**src/rtl/bkg_scroll_ctrl.sv**
```systemverilog
// -----------------------------------------------------------------------------
// bkg_scroll_ctrl
//   Camera controller for the VGA game display stage. Samples the controller
//   buttons once per frame on screenEnd and moves a scroll position over a
//   multi-page background memory (PAGES pages of ROW_PIXELS x PAGE_ROWS,
//   stacked vertically). Publishes the linear offset the display adds to its
//   pixel address. All state moves on the screenEnd tick, and outputs follow
//   one clock later, so every update lands in vertical blanking.
//
//   Build option: BKG_SCROLL_WRAP_EN
//     defined   -> position limits wrap around (modulo)
//     undefined -> position limits saturate
//
// Ports
//   clk        in   1   system clock
//   reset      in   1   asynchronous, active-high
//   screenEnd  in   1   one-cycle pulse between frames
//   buttons    in   8   [0]up [1]down [2]left [3]right [4]A [7]start
//   bkg_en     out  1   background offset enable (toggled by A)
//   bkg_addr   out  32  ROW_PIXELS*pos_y + pos_x
//   bkg_x      out  8   pos_x
//   bkg_y      out  7   pos_y mod PAGE_ROWS
//   returning  out  1   high while gliding back to origin
// -----------------------------------------------------------------------------
module bkg_scroll_ctrl #(
    parameter int PAGES      = 2,
    parameter int ROW_PIXELS = 160,
    parameter int PAGE_ROWS  = 120,
    parameter int STEP_X     = 1,
    parameter int STEP_Y     = 1,
    parameter int GLIDE      = 4
) (
    input  logic        clk,
    input  logic        reset,
    input  logic        screenEnd,
    input  logic [7:0]  buttons,
    output logic        bkg_en,
    output logic [31:0] bkg_addr,
    output logic [7:0]  bkg_x,
    output logic [6:0]  bkg_y,
    output logic        returning
);

    localparam int MAX_ROW = (PAGES - 1) * PAGE_ROWS;
    localparam logic signed [17:0] MAX_Y_S = 18'(MAX_ROW);
    localparam logic signed [9:0]  MAX_X_S = 10'(ROW_PIXELS - 1);

    typedef enum logic {S_IDLE, S_RETURN} state_t;

    logic [7:0]  r_sync1, r_cur, r_prev;
    logic [7:0]  r_pos_x;
    logic [15:0] r_pos_y;
    logic        r_en;
    state_t      r_state;

    state_t             w_state_nxt;
    logic [7:0]         w_press;
    logic [7:0]         w_pos_x_nxt;
    logic [15:0]        w_pos_y_nxt;
    logic               w_en_nxt;
    logic signed [17:0] w_ty;
    logic signed [9:0]  w_tx;

    // 2-flop synchroniser; r_cur is the synchronised button state
    always_ff @(posedge clk or posedge reset) begin
        if (reset) begin
            r_sync1 <= '0;
            r_cur   <= '0;
        end else begin
            r_sync1 <= buttons;
            r_cur   <= r_sync1;
        end
    end

    always_comb begin
        w_press     = r_cur & ~r_prev;
        w_state_nxt = r_state;
        w_pos_x_nxt = r_pos_x;
        w_pos_y_nxt = r_pos_y;
        w_en_nxt    = r_en ^ w_press[4];
        w_ty        = $signed({2'b00, r_pos_y});
        w_tx        = $signed({2'b00, r_pos_x});

        case (r_state)
            S_IDLE: begin
                // opposing directions cancel
                if (r_cur[1] && !r_cur[0]) w_ty = w_ty + 18'(STEP_Y);
                if (r_cur[0] && !r_cur[1]) w_ty = w_ty - 18'(STEP_Y);
                if (r_cur[3] && !r_cur[2]) w_tx = w_tx + 10'(STEP_X);
                if (r_cur[2] && !r_cur[3]) w_tx = w_tx - 10'(STEP_X);
`ifdef BKG_SCROLL_WRAP_EN
                if (w_ty < 0)            w_ty = w_ty + MAX_Y_S + 18'sd1;
                else if (w_ty > MAX_Y_S) w_ty = w_ty - MAX_Y_S - 18'sd1;
                if (w_tx < 0)            w_tx = w_tx + MAX_X_S + 10'sd1;
                else if (w_tx > MAX_X_S) w_tx = w_tx - MAX_X_S - 10'sd1;
`else
                if (w_ty < 0)            w_ty = '0;
                else if (w_ty > MAX_Y_S) w_ty = MAX_Y_S;
                if (w_tx < 0)            w_tx = '0;
                else if (w_tx > MAX_X_S) w_tx = MAX_X_S;
`endif
                w_pos_y_nxt = w_ty[15:0];
                // the last row has only its first pixel inside memory bounds
                w_pos_x_nxt = (w_pos_y_nxt == 16'(MAX_ROW)) ? 8'd0 : w_tx[7:0];
                if (w_press[7] && (r_pos_x != 8'd0 || r_pos_y != 16'd0))
                    w_state_nxt = S_RETURN;
            end
            S_RETURN: begin
                w_pos_y_nxt = (r_pos_y > 16'(GLIDE)) ? r_pos_y - 16'(GLIDE) : 16'd0;
                w_pos_x_nxt = (r_pos_x > 8'(GLIDE))  ? r_pos_x - 8'(GLIDE)  : 8'd0;
                if (w_pos_y_nxt == 16'd0 && w_pos_x_nxt == 8'd0)
                    w_state_nxt = S_IDLE;
            end
            default: w_state_nxt = S_IDLE;
        endcase
    end

    // frame tick: the only place scroll state moves
    always_ff @(posedge clk or posedge reset) begin
        if (reset) begin
            r_prev  <= '0;
            r_pos_x <= '0;
            r_pos_y <= '0;
            r_en    <= 1'b1;
            r_state <= S_IDLE;
        end else if (screenEnd) begin
            r_prev  <= r_cur;
            r_pos_x <= w_pos_x_nxt;
            r_pos_y <= w_pos_y_nxt;
            r_en    <= w_en_nxt;
            r_state <= w_state_nxt;
        end
    end

    // output stage; follows the tick by one clock and then holds all frame
    always_ff @(posedge clk or posedge reset) begin
        if (reset) begin
            bkg_en    <= 1'b1;
            bkg_addr  <= '0;
            bkg_x     <= '0;
            bkg_y     <= '0;
            returning <= 1'b0;
        end else begin
            bkg_en    <= r_en;
            bkg_addr  <= 32'(r_pos_y) * 32'(ROW_PIXELS) + 32'(r_pos_x);
            bkg_x     <= r_pos_x;
            bkg_y     <= 7'(32'(r_pos_y) % 32'(PAGE_ROWS));
            returning <= (r_state == S_RETURN);
        end
    end

endmodule

```
**config.mk**
```make
export PLATFORM = sky130hd
export DESIGN_NAME = bkg_scroll_ctrl
export DESIGN_NICKNAME = d
export VERILOG_FILES = /design/src/rtl/bkg_scroll_ctrl.sv
export SDC_FILE = /design/constraint.sdc
export NUM_CORES = 1
export LEC_CHECK = 0
export ABC_AREA = 1
export CAP_MARGIN = 15
export CORE_MARGIN = 10
export CORE_UTILIZATION = 55
export CTS_BUF_LIST = sky130_fd_sc_hd__clkbuf_8
export DETAILED_ROUTE_END_ITERATION = 10
export GPL_ROUTABILITY_DRIVEN = 0
export PLACE_DENSITY_LB_ADDON = 0.25
export SKIP_CTS_REPAIR_TIMING = 1
export SYNTH_ARGS = -nofsm -noshare
export SYNTH_HDL_FRONTEND = slang
export SYNTH_SLANG_ARGS = --single-unit
```
**constraint.sdc**
```tcl
create_clock -name clk -period 4.5 [get_ports clk]
set_input_delay 0.45 -clock clk [delete_from_list [all_inputs] [get_ports clk]]
set_output_delay 0.45 -clock clk [all_outputs]
set_load 0.02 [all_outputs]
```
* Yosys cells after proc, flatten, opt, wreduce, memory -nomap -nowiden
Cells that the tools add are included.
** Word-level totals
- Output and inout port bits :: 49
- Flip-flop bits (word level) :: 92
- Bits of input ports :: 11
- Word-level logic and storage cells :: 68
** Operators by class
- Mux-type cells :: 21
- Equality and inequality tests :: 1
- $add $sub $neg :: 7
- Bitwise operators :: 4
- Div/mod/pow operators :: 1
- $lt $le $gt $ge :: 6
- Reductions and logical operators :: 15
- Multiply operators :: 1
** Operators with widths (count)
- $mux W16 :: 4
- $mux W18 :: 3
- $mod A16 B7 Y32 const B :: 1
- $mux W8 :: 4
- $pmux W16 S2 :: 1
- $mux W10 :: 3
- $add A24 B8 Y25 :: 1
- $mul A16 B3 Y19 const B :: 1
- $gt A18 B8 Y1 const B :: 1
- $lt A18 B1 Y1 const B :: 1
- $sub A18 B2 Y18 const B :: 1
- $add A16 B1 Y17 const B :: 1
- $mux W17 :: 1
- $eq A16 B7 Y1 const B :: 1
- $gt A16 B3 Y1 const B :: 1
- $logic_not A16 Y1 :: 1
- $pmux W8 S2 :: 1
- $reduce_bool A16 Y1 :: 1
- $sub A16 B3 Y16 const B :: 1
- $gt A10 B9 Y1 const B :: 1
- $lt A10 B1 Y1 const B :: 1
- $sub A10 B2 Y10 const B :: 1
- $add A8 B1 Y9 const B :: 1
- $mux W9 :: 1
- 13 further kinds :: 22

* Longest topological paths before layout
Gate-level depths: netlist (run 1).
- Depth after elaboration :: 14
- Depth in mapped cells :: 53
- Depth with buffers taken out :: 52

* Worst setup path before layout (run 1)
OpenSTA, ideal clock, no wires.
- Path type :: flip-flop to flip-flop
- From :: register r_pos_y[3]
- To :: register bkg_y[6]
- Setup time :: 0.117 ns
- Period minus slack after synthesis :: 4.708 ns
- Stages on the path, launching flop included :: 45
- Data required time :: 4.383 ns
- Path slack :: -0.208 ns
- Arrival time :: 4.591 ns
- Buffers on the path :: 2
- Cells stage by stage :: dfrtp_1 buf_2 inv_1 ha_1 buf_2 nand2_1 inv_1 nand2_2 xor2_1 nand2_1 nor2_1 nand3b_1 nand2_2 nand2_1 nand2_1 nand2_1 nand2_2 nor2_2 (+9 left out) nand2_2 nand2_2 nand3_2 nor2_2 inv_2 nand2_2 nand3_1 o21bai_4 nand2_2 nand2_4 nor2_4 inv_2 nand2_1 nand3_2 nor3_4 nand3_2 nand2_1 nand2_1
** Between the ends
- Word-level cells in the longest chain between the ends :: 1
** RTL lines
- start: declaration :: line 52 : logic [15:0] r_pos_y;
- start signal: assignment :: line 129 : r_pos_y <= w_pos_y_nxt;
- $mod A16 B7 Y32 :: line 147 : bkg_y <= 7'(32'(r_pos_y) % 32'(PAGE_ROWS));
- end signal: assignment :: line 147
- end: declaration :: line 40 : output logic [6:0] bkg_y,
No other way between the ends.
A chain may end at the register's enable or synchronous reset.

* Worst setup path after layout (run 1)
- From :: register r_pos_y[2]
- To :: register bkg_y[5]
The elaborated chain is that of the path after synthesis.

==> results of run 1 <==
[registers in the layout, indices dropped and copies added, names as in the netlist, 2 cells and up]
name      flops
bkg_y         7
bkg_addr     20
r_cur         6
r_prev        2
r_pos_x       8
bkg_x         8
r_sync1       6
r_pos_y      16
[layout make-up]
class,count,share of cell area
inverter,142,0.0622
tap,168,0.0241
multi-input combinational,700,0.534
timing repair buffer,142,0.137
clock buffer,10,0.0158
sequential,77,0.221
clock inverter,5,0.00602
[cells in the final DEF (no fill, tap or decap), types with 4 or more instances in the layout]
master,netlist,layout
clkinv_2,0,4
inv_2,16,18
o21ai_0,33,32
nor2_4,12,19
nand3_4,4,10
nand2_2,25,32
conb_1,1,8
buf_4,15,91
a21oi_1,37,37
clkbuf_8,0,10
xnor2_1,11,11
nor2_1,78,70
o22ai_1,11,11
nand2_1,183,166
o221ai_1,7,7
nor3_2,0,4
or2_2,4,4
o31ai_1,4,4
nand3_2,12,15
ha_1,46,44
nor3_1,18,13
clkdlybuf4s50_1,0,50
nand2_4,13,22
inv_1,125,120
nand3_1,54,45
xor2_1,53,52
nor2_2,10,11
dfrtp_1,75,74
nor4_1,8,7
nand4_1,35,35
[critical path, delay by kind of cell, from the launching register on]
family / cells / cell delay, ps
AND/OR/NAND/NOR: 37 / 3720
buffers and inverters: 5 / 420
flip-flops: 1 / 360
adder cells (fa/ha/maj): 1 / 190
AO/OA/AOI/OAI: 1 / 140
[layer usage]
metal / vias to the layer above / GRT usage / part of all wire
met5: - / 0 / 0
li1: 3323 / - / -
met4: 0 / 0.0519 / 0.014
met1: 3011 / 0.256 / 0.44
met2: 221 / 0.319 / 0.47
met3: 26 / 0.0362 / 0.076
[worst max path at each step]
stage                           start  endpoint  slack (ps)  cells after the start
after global routing       r_pos_y[2]  bkg_y[6]        -860                     45
after global placement    r_pos_y[13]  bkg_y[5]        -200                     45
after CTS                 r_pos_y[13]  bkg_y[6]        -350                     45
after detailed placement  r_pos_y[13]  bkg_y[6]        -340                     45
after floorplan           r_pos_y[12]  bkg_y[4]         -20                     44
final                      r_pos_y[2]  bkg_y[5]        -440                     44
[metrics by stage]
stage | hold WS (ps) | util
6_report | 353 | 0.718
5_1_grt | 367 | 0.718
3_3_place_gp | 333 | 0.667
4_1_cts | 355 | 0.683
3_5_place_dp | 338 | 0.667
2_1_floorplan | 331 | -
[logic make-up (layout without fill, tap and decap cells)]
kind of cell / after synthesis / count (layout) / share of synthesized area
AOI/OAI and AO/OA: 113 / 113 / 0.0996
xor gates and xnor gates: 65 / 65 / 0.0834
adders and majority gates: 48 / 48 / 0.0890
buffers and inverters: 167 / 299 / 0.101
DFF: 77 / 77 / 0.279
other: 1 / 8 / 0.000542
and+or+nand+nor: 466 / 466 / 0.348
==> impl_results.md, run 1 <==
- Status: finished with violations
- Violated checks: negative setup slack
- Slew margin rel.: 0.445
- Setup TNS: -1720 ps
- Clock sinks: 77
- Clock Latency Late Sink: 370 ps
- HP Start: r_sync1[7]
- Largest cells by area after synthesis: dfrtp_1 27%, nand2_1 9.9%, ha_1 8.3%, inv_1 6.8%, xor2_1 6.7%
- Max clock buf depth: 2
- FFs w/ async S/R, synth: 1.00
- Placement Setup Slack: -338 ps
- CTS H-Tree Depth: 3
- CP max FO: 8
- Hold WC Path Type: reg -> reg
- Final worst-path cycle share: 1.10
- Final hold violation count: 0
- ANT nets after route: 0
- Syn_area_per_cell: 7.38 um2
- Buffers on Ports: 50
- Synth cell count leaders: 183 x nand2_1, 125 x inv_1, 78 x nor2_1
- Inserted Clock Buffers: 9
- CP arrival: 5200 ps
- Worst Setup End Kind: flop
- Starting density of the core: 0.569
- Synth top area share: 0.271
- Post-DP HPWL: 13.2 mm
- Reg2Reg Depth: 44
- Non-Filler Instances: 1244
- Core Box Area: 12200 um2
- Initial antenna violation count: 0
- Via count: 6581
- Area taken by multi-input logic gates: 4660 um2
- Final Setup Violations: 4
- Reg2Reg Setup Slack: -440 ps
- Critical Path RT: 4760 ps
- Synth Flop Type: dfrtp_1
- Largest net degree at the start of global routing: 52
- YS warnings: 0
- Total GRT Usage: 0.195
- Final Worst Setup Slack: -445 ps
- CP max stage delay: 360 ps
- Die height: 132 um
- CP Class: reg -> reg
- Yosys reg bits: 77
- Pre-antenna DRT Iters: 5
- Total routed wirelength: 17.5 mm
- First-pass GRT wire length: 29.2 mm
- Top achievable clock speed: 202 MHz
- DR WL/cell: 14.1 um
- Min Tclk post-route: 4940 ps
- Antenna diodes: 0
- Cell repeated most along the worst path: nand2_4
- # DRC: 0
- Synthesized area: 6920 um2
- Final Max Tran Viols: 0
- EDFF count, synth: 0
- Design area: 8730 um2
- Layout cells sized above 1: 0.249
- Most frequent cell after synthesis: nand2_1
- Hold EP: r_cur[7]
- Register area: 1930 um2
- GRT overflow: 0
- Max_cap viols: 0
- Vias/cell: 5.29
- Std cell rows: 40
- RSZ-0062 raised after global routing: true
- Clock-pin slew on the worst setup and hold paths: 80 ps
- NumNets Final: 1131
- Io pins: 60
- Vias in the first global route: 6286
- TritonCTS clock tree: built
- Critical path's slowest cell: dfrtp_1
- Area of placed instances: 8120 um2
- Measured slew at the worst slew-check pin: 832 ps
- Crit Reg-Reg Startpoint: r_pos_y[2]
- Sequential element share of the synthesized area: 0.279
- Reg2reg end: bkg_y[5]
- Count of different cell masters after synthesis: 53
- Die footprint: 17500 um2
- Skew final: 10.1 ps
- Filler Cell Count: 960
- Synth area leader: dfrtp_1
- Die X: 132 um
- Worst hold path stage count: 0
- Root buffer cell: clkbuf_8
- CP Launch Type: flop
- Placed cells: 1214
- DRT iter0 DRCs: 569
- Area grow syn2layout: 26.1%
- Gate count of the mapped netlist: 937
Power of run 1 is not shown: default switching activity piles up to over one toggle a cycle in this logic, so the estimate is an artifact.
==> run 2, diff against run 1 <==
SLEW_MARGIN = 30   (was unset)
==> results of run 2 <==
Final layout, timing and power as in run 1 (identical DEF).
Power of run 2 is left out for the same reason.
==> run 3, diff against run 2 <==
CTS_CLUSTER_SIZE = 20   (was unset)
==> results of run 3 <==
Final layout, timing and power as in run 1 (identical DEF).
Power of run 3 is left out for the same reason.
